==> config.mk <==
export PLATFORM = sky130hd
export DESIGN_NAME = lvds_host_sched
export DESIGN_NICKNAME = d
export VERILOG_FILES = /design/src/rtl/lvds_host_sched_pkg.sv /design/src/rtl/lvds_host_sched_rr_pick.sv /design/src/rtl/lvds_host_sched.sv
export SDC_FILE = /design/constraint.sdc
export NUM_CORES = 1
export LEC_CHECK = 0
export BUFFER_PORTS_ARGS = -buffer_cell sky130_fd_sc_hd__buf_2
export CAP_MARGIN = 25
export CORE_MARGIN = 1
export CORE_UTILIZATION = 35
export DETAILED_ROUTE_END_ITERATION = 10
export PLACE_DENSITY = 0.74
export SLEW_MARGIN = 20
export SYNTH_ARGS = -nofsm -noshare
export SYNTH_HDL_FRONTEND = slang
export SYNTH_SLANG_ARGS = --single-unit
==> constraint.sdc <==
create_clock -name c -period 2.13 [get_ports c]
set_input_delay 0 -clock c [delete_from_list [all_inputs] [get_ports c]]
set_output_delay 0 -clock c [all_outputs]
set_load 0.05 [all_outputs]
==> src/rtl/lvds_host_sched_pkg.sv <==
// Shared widths, parameter defaults and state encoding for the LVDS host scheduler.
package lvds_host_sched_pkg;

    localparam int unsigned CMD_W           = 40;
    localparam int unsigned RSP_W           = 32;
    localparam int unsigned NREQ_DEFAULT    = 4;
    localparam int unsigned TIMEOUT_DEFAULT = 1023;

    typedef enum logic [1:0] {
        StIdle  = 2'd0,
        StIssue = 2'd1,
        StWait  = 2'd2,
        StDone  = 2'd3
    } state_e;

endpackage

==> src/rtl/lvds_host_sched_rr_pick.sv <==
// Combinational round-robin selector: picks the first requester after last_grant.
module rr_pick #(
    parameter int unsigned NREQ = 4,
    parameter int unsigned IW   = $clog2(NREQ)
) (
    input  logic [NREQ-1:0] req,
    input  logic [IW-1:0]   last_grant,
    output logic            any,
    output logic [IW-1:0]   idx
);

    int unsigned pos;

    always_comb begin
        any = |req;
        idx = '0;
        pos = 0;
        // Scan farthest-first so the nearest requester after last_grant overrides.
        for (int unsigned k = NREQ; k >= 1; k--) begin
            pos = (32'(last_grant) + k) % NREQ;
            if (req[pos[IW-1:0]]) begin
                idx = pos[IW-1:0];
            end
        end
    end

endmodule

==> src/rtl/lvds_host_sched.sv <==
// Single-outstanding transaction scheduler between NREQ requesters and an LVDS host link.
module lvds_host_sched
    import lvds_host_sched_pkg::*;
#(
    parameter int unsigned NREQ    = NREQ_DEFAULT,
    parameter int unsigned TIMEOUT = TIMEOUT_DEFAULT
) (
    input  logic                   c,
    input  logic                   rn,
    input  logic [NREQ-1:0]        req,
    input  logic [NREQ*CMD_W-1:0]  req_data,
    output logic [NREQ-1:0]        done,
    output logic [RSP_W-1:0]       rsp,
    output logic                   err,
    output logic                   busy,
    output logic                   wvalid,
    output logic [CMD_W-1:0]       wdata,
    input  logic                   rvalid,
    input  logic [RSP_W-1:0]       rdata
);

    localparam int unsigned IW = $clog2(NREQ);
    localparam int unsigned CW = $clog2(TIMEOUT + 1);
    localparam logic [CW-1:0] CNT_MAX = CW'(TIMEOUT);

    state_e          state;
    logic            ready;
    logic [IW-1:0]   last_grant;
    logic [IW-1:0]   gnt;
    logic [CW-1:0]   cnt;
    logic [CW-1:0]   cnt_inc;
    logic            pick_any;
    logic [IW-1:0]   pick_idx;

    rr_pick #(
        .NREQ (NREQ),
        .IW   (IW)
    ) u_rr_pick (
        .req        (req),
        .last_grant (last_grant),
        .any        (pick_any),
        .idx        (pick_idx)
    );

    assign cnt_inc = (cnt == CNT_MAX) ? cnt : cnt + CW'(1);
    assign busy    = (state != StIdle);

    always_ff @(posedge c or negedge rn) begin
        if (!rn) begin
            state      <= StIdle;
            ready      <= 1'b0;
            last_grant <= IW'(NREQ - 1);
            gnt        <= '0;
            cnt        <= '0;
            wvalid     <= 1'b0;
            wdata      <= '0;
            done       <= '0;
            rsp        <= '0;
            err        <= 1'b0;
        end else begin
            // Holds off granting until one full clock after reset release.
            ready <= 1'b1;
            unique case (state)
                StIdle: begin
                    if (ready && pick_any) begin
                        gnt    <= pick_idx;
                        wdata  <= req_data[32'(pick_idx) * CMD_W +: CMD_W];
                        wvalid <= 1'b1;
                        state  <= StIssue;
                    end
                end
                StIssue: begin
                    wvalid <= 1'b0;
                    cnt    <= '0;
                    state  <= StWait;
                end
                StWait: begin
                    cnt <= cnt_inc;
                    // A response arriving on the timeout cycle takes precedence.
                    if (rvalid) begin
                        rsp       <= rdata;
                        err       <= 1'b0;
                        done[gnt] <= 1'b1;
                        state     <= StDone;
                    end else if (cnt_inc == CNT_MAX) begin
                        rsp       <= '0;
                        err       <= 1'b1;
                        done[gnt] <= 1'b1;
                        state     <= StDone;
                    end
                end
                StDone: begin
                    done       <= '0;
                    last_grant <= gnt;
                    state      <= StIdle;
                end
                default: state <= StIdle;
            endcase
        end
    end

endmodule

==> metrics.txt, run 1 <==
status finished, final reports clean; worst-path cell chain ha_2 -> buf_4 -> nand2_1 -> o21bai_2 -> o2111a_2 -> a31oi_4 -> buf_4 -> buf_12 -> a22o_1; setup ws final 0.0474 ns; Sw Pwr 6070 µW; die area around 16,000 µm²; fin cells 1,087; Syn Inst Count 564; syn nets 768; antenna violations before repair 0; endpoints failing setup 0; worst-margin pin slew roughly 0.53 ns; area of the multi-input gates 2780 µm²; top_reg_cell synth dfrtp_1; Crit Path Max Fanout 16; Pre-antenna DRT Iters 4; FF-to-FF End rsp[31]$_DFFE_PN0P_; worst vdd ir 0.000667 V; Switching Fraction 0.522; Synth Warn # 0; register bit total from synthesis between 90 and 100; Post-Place Worst Slack -0.0227 ns; routed wire length 17.6 mm; hpwl dp 12.0 mm; CP Launch Point cnt[0]$_DFFE_PN0P_; Final nets 1,097; Initial DRC Count about 320; Initial Utilization 0.357; Synth top area share 0.430; num rows 45; DRC viols 0; Via-to-Cell Ratio 5.37; clock slew at reported path FFs roughly 0.07 ns; DR WL/cell 16.2 µm; TritonCTS buffer count 9; Crit-path slowest cell dfrtp_1; CTS tree done; Layout Skew 0.0107 ns; gp weighted congestion roughly 0.88; Gate power share 0.597; Die Y ~130 µm; Sinks on Clock Net 95; register area share after synthesis 0.440; placed inst area approximately 7000 µm²; H-tree depth 3; CP arrival 2.32 ns; Max-Cap Viols 0; max-slew violations 0; Final Hold Fails 0; Int Pwr 5560 µW; Final Cycle Share 0.978; Final ANT Viol Nets 0; CTS Buffer Depth 2; Min-Delay Path Class input port to flip-flop; vias in the first global route approximately 5,700; largest net degree at the start of global routing 85; WS Path Type flip-flop to flip-flop; main area contributors after synthesis dfrtp_1 43%, a211oi_1 11%, and3_1 9.4%; clk root buf clkbuf_16; Synth area leader dfrtp_1; r2r setup slk approximately 0.047 ns; gr usage total 0.220; startpoint types flip-flop; CP most frequent cell buf_4; IO buf count 277; vias post-DR 5,840; power per cell area 1430 nW/µm²; worst endpoint required time 2.37 ns; layout cells sized above 1 0.392; post-synthesis cell area 5410 µm²; Seq pwr share 0.262; Worst Hold Margin between 0.008 and 0.009 ns; placed insts between 900 and 1,000; Remaining Overflow, GRT 0; FFs w/ async S/R, synth 1.00; fin crit period 2.08 ns; Crit. End Element flip-flop; worst skew pair latency ~0.35 ns; clock network power share 0.141; Ports 278; register area 2380 µm²; Max Freq 480 MHz; Pleak 0.00414 µW; first-pass GRT wire length 27.8 mm; fill count between 1,000 and 1,500; Final Cell Area 8150 µm²; overall die width 126 µm; max_slew headroom 0.648; Critical Path End rsp[31]$_DFFE_PN0P_; Area Overhead vs Synth 50.7%; Cell variety after synth 57; Core ar. 15,100 µm²; Reg2Reg Launch Point cnt[0]$_DFFE_PN0P_; Post-synth EDFFs 0; CP max stage delay 0.43 ns; R2R cell count 9; syn_area_per_cell 9.59 µm²
worst max-delay path, delay by kind of cell (launching register included):
| kind | cells | cell delay, ns |
|---|---|---|
| DFF | 1 | 0.43 |
| adders and majority gates | 1 | 0.23 |
| AOI/OAI and AO/OA | 4 | 0.72 |
| buffers and inverters | 3 | 0.46 |
| and+or+nand+nor | 1 | 0.13 |
registers in the layout, indices dropped and copies added, names as in the netlist:
name	flops
wdata	40
rsp	32
cnt	10
done	4
gnt	2
last_grant	2
state	2
err	1
ready	1
wvalid	1
power groups by stage:
| stage | Combinational, µW | Clock [µW] | Sequential (µW) |
|---|---|---|---|
| floorplan | 2630 | 0 | 5400 |
| global placement | 6710 | 0 | 3050 |
| detailed placement | 6790 | 0 | 3060 |
| CTS | 6880 | 1710 | 3040 |
| global route | 7430 | 1780 | 3150 |
| finish | 6940 | 1640 | 3040 |
stage by stage:
step / power, µW / utilization / setup TNS, ns
6_report: 11600 / 0.538 / 0
5_1_grt: 12400 / 0.538 / -0.687
3_5_place_dp: 9850 / 0.465 / -0.0227
3_3_place_gp: 9760 / 0.465 / 0
2_1_floorplan: 8030 / - / 0
4_1_cts: 11600 / 0.531 / 0
layout by cell type, fill, tap and decap left out, drive strengths merged, types with 3 or more instances in the layout:
cell type | synthesis | layout
inv | 14 | 18
nand3 | 6 | 6
clkbuf | 35 | 10
o21ai | 11 | 11
dfrtp | 93 | 93
a211oi | 81 | 81
a22o | 33 | 33
ha | 5 | 5
o221ai | 4 | 4
nor2b | 3 | 3
nor2 | 7 | 7
and3 | 81 | 81
clkinv | 0 | 3
o311ai | 6 | 6
dlygate4sd3 | 0 | 68
nand2 | 61 | 61
nor3 | 5 | 5
a21oi | 10 | 10
buf | 22 | 306
mux2 | 3 | 3
o31ai | 42 | 42
routing by layer:
metal	share of wire	GRT usage	up-vias
li1	-	-	2831
met1	0.41	0.262	2747
met2	0.50	0.369	223
met3	0.058	0.0574	39
met4	0.033	0.103	0
met5	0	0	-
cell families after synthesis:
kind of cell               Yosys count  synth area share
AOI/OAI and AO/OA                  211             0.301
and+or+nand+nor                    176             0.176
DFF                                 95             0.440
buffers and inverters               71            0.0613
adders and majority gates            5            0.0116
muxes                                4           0.00810
other                                1          0.000693
xor gates and xnor gates             1           0.00162
final cells by class:
cell class	instances	share of cell area
tap	188	0.0289
antenna	1	0.000307
clock inverter	7	0.00998
inverter	14	0.00645
sequential	95	0.292
timing repair buffer	375	0.293
multi-input combinational	398	0.341
clock buffer	9	0.0276
worst min-delay path by stage:
stage | slack [ns] | cells after the start | end | start
after floorplan | -0.30 | 0 | cnt[0]$_DFFE_PN0P_ | rn
after global placement | 0.03 | 1 | wdata[34]$_DFFE_PN0P_ | rn
after detailed placement | 0.03 | 1 | wdata[38]$_DFFE_PN0P_ | rn
after CTS | 0.0006 | 3 | wdata[21]$_DFFE_PN0P_ | req_data[21]
after global routing | 0.008 | 3 | wdata[8]$_DFFE_PN0P_ | req_data[48]
final | 0.008 | 3 | wdata[21]$_DFFE_PN0P_ | req_data[21]
repair_timing:
| action | in CTS | in global routing |
|---|---|---|
| buffers inserted | 0 | 3 |
| gates cloned | 0 | 1 |
| pin swaps | 0 | 4 |
| gates resized for setup | 1 | 17 |
| endpoints found under the hold margin | 103 | 0 |
| endpoints found under the setup margin | 3 | 41 |
| hold buffers | 68 | 0 |
Yosys cell counts, types with 2 or more instances:
cell	number
buf_2	13
o21ai_0	11
a21o_1	2
nor3_1	4
nor2b_1	3
mux2_2	3
o211a_1	2
a22o_1	33
and3_1	81
o311ai_0	5
o31ai_1	42
o311a_1	2
dfstp_2	2
buf_1	2
a211oi_1	81
inv_1	14
nor2_1	7
o211ai_1	2
clkbuf_1	35
ha_1	5
or2_2	2
a21oi_1	10
o22ai_1	2
dfrtp_1	93
o41ai_1	2
nand2b_1	2
buf_6	6
o221ai_1	4
nand2_1	61
nand3_1	5
nand4_1	2
Note: power is estimated with default switching activity, not from simulation.
==> inputs of run 2 (changes only) <==
CTS_BUF_LIST = sky130_fd_sc_hd__clkbuf_2 sky130_fd_sc_hd__clkbuf_4 sky130_fd_sc_hd__clkbuf_8   (was default)
==> metrics.txt, run 2 (same netlist as run 1, synthesis figures left out) <==
Int Pwr around 5200 µW; Max-Cap Viols 0; Final Cycle Share 0.972; CP arrival 2.34 ns; Initial DRC Count 389; Pre-antenna DRT Iters 4; most frequent cells in the layout 276 x buf_2, 108 x dlygate4sd3_1, 91 x dfrtp_1; Final ANT Viol Nets 0; antenna violations before repair 0; setup ws final 0.0588 ns; metal1 wirelength 7.71 mm; Biggest register wdata; Regs by FF count wdata x40, rsp x32, cnt x10; clk root buf clkbuf_8; Ports 278; startpoint types flip-flop; routed wire length 18.9 mm; Layout Skew 0.0177 ns; Crit Path Max Fanout 16; Initial Utilization 0.357; power per cell area 1340 nW/µm²; vias in the first global route just over 6,000; status finished, final reports clean; Pleak approximately 0.0043 µW; Core ar. 15,100 µm²; Min-Delay Path Class input port to flip-flop; gp weighted congestion 0.877; Final Cell Area between 8000 and 9000 µm²; DRC viols 0; Final nets approximately 1,100; die area 16,000 µm²; Final Hold Fails 0; placed insts around 1,000; Gate power share 0.623; largest net degree at the start of global routing 85; Sinks on Clock Net 95; hpwl dp 12.0 mm; clock slew at reported path FFs about 0.1 ns; overall die width 126 µm; TritonCTS buffer count 9; fin crit period roughly 2.1 ns; WS Path Type flip-flop to flip-flop; Highest Signal Layer met4; Post-Place Worst Slack -0.0227 ns; Via-to-Cell Ratio 5.42; H-tree depth 3; Met2 Wirelength 9.28 mm; worst skew pair latency roughly 0.38 ns; first-pass GRT wire length 29.9 mm; Seq pwr share 0.269; Max Freq 483 MHz; worst endpoint required time 2.40 ns; Switching Fraction 0.537; clock network power share 0.108; vias post-DR around 6,100; Remaining Overflow, GRT 0; num rows 45; max FFs per register 40; Die Y 126 µm; DR WL/cell 16.8 µm; IO buf count approximately 280; Crit. End Element flip-flop; max-slew violations 0; layout cells sized above 1 0.375; CTS Buffer Depth 2; CTS tree done; worst vdd ir 0.000683 V; worst-margin pin slew 0.529 ns; max_slew headroom 0.648; placed inst area 7050 µm²; Sw Pwr 6070 µW; fin cells 1,127; commonest non-fill, non-tap cell in the layout buf_2; gr usage total 0.234; fill count 1,291; Area Overhead vs Synth 56.2%; WL met3 1.27 mm; endpoints failing setup 0
[run 2: cell types whose count changed in the layout (fill, tap and decap cells not counted), sizes merged]
cell	change
dlygate4sd3	+40
[run 2: power by group through the flow]
stage | registers, µW | clock network [µW] | logic (µW)
global placement | 3050 | 0 | 6710
floorplan | 5400 | 0 | 2630
finish | 3040 | 1220 | 7040
CTS | 3040 | 1280 | 6940
global route | 3140 | 1350 | 7510
detailed placement | 3060 | 0 | 6790
[run 2: worst max-delay path, cell delays in order, from the launching register on]
cell and delay, ns:
dfrtp_1 0.43, ha_2 0.22, buf_4 0.14, nand2_1 0.13
o21bai_2 0.17, o2111a_2 0.28, a31oi_4 0.09, buf_4 0.17
buf_12 0.15, a22o_1 0.18
[run 2: cell type report]
| type | instances | area [µm²] | area share |
|---|---|---|---|
| flip-flops and latches | 95 | 2380 | 0.282 |
| multi-input cells | 398 | 2780 | 0.329 |
| clock buffers | 9 | 124 | 0.0147 |
| repair buffers | 415 | 2790 | 0.330 |
| well taps | 188 | 235 | 0.0278 |
| clock inverters | 7 | 81.3 | 0.00963 |
| inverters | 14 | 52.6 | 0.00622 |
| diodes | 1 | 2.50 | 0.000296 |
[run 2: final timing paths]
| path | slack (ns) | to | start | cells after the start |
|---|---|---|---|---|
| max | 0.06 | rsp[31]$_DFFE_PN0P_ | cnt[0]$_DFFE_PN0P_ | 9 |
| min | 0.03 | wdata[26]$_DFFE_PN0P_ | req_data[66] | 3 |
| max reg2reg | 0.06 | rsp[31]$_DFFE_PN0P_ | cnt[0]$_DFFE_PN0P_ | 9 |
| min reg2reg | 0.48 | wdata[29]$_DFFE_PN0P_ | wdata[29]$_DFFE_PN0P_ | 2 |
| max in group asynchronous | 1.22 | rsp[20]$_DFFE_PN0P_ | rn | 4 |
| min in group asynchronous | 0.14 | wdata[39]$_DFFE_PN0P_ | rn | 2 |
[run 2: what timing repair did]
item                                    4_1_cts  5_1_grt
hold buffers                                108        0
hold endpoints to repair                    110        0
setup buffers                                 0        3
resized for setup                             1       17
pin swaps                                     0        4
endpoints found under the setup margin        3       42
gates cloned                                  0        1
[run 2: layer usage]
metal,up-vias,GRT usage
met5,-,0
met4,0,0.106
met3,49,0.0565
met2,285,0.400
met1,2868,0.280
li1,2904,-
[run 2: metrics by stage]
stage | total power, µW | utilization | setup TNS [ns] | hold WS [ns]
after floorplan | 8030 | - | 0 | -0.296
after global placement | 9760 | 0.465 | 0 | 0.0288
after detailed placement | 9850 | 0.465 | -0.0227 | 0.0262
after CTS | 11300 | 0.551 | 0 | 0.00102
after global routing | 12000 | 0.558 | -0.529 | 0.0117
final | 11300 | 0.558 | 0 | 0.0277
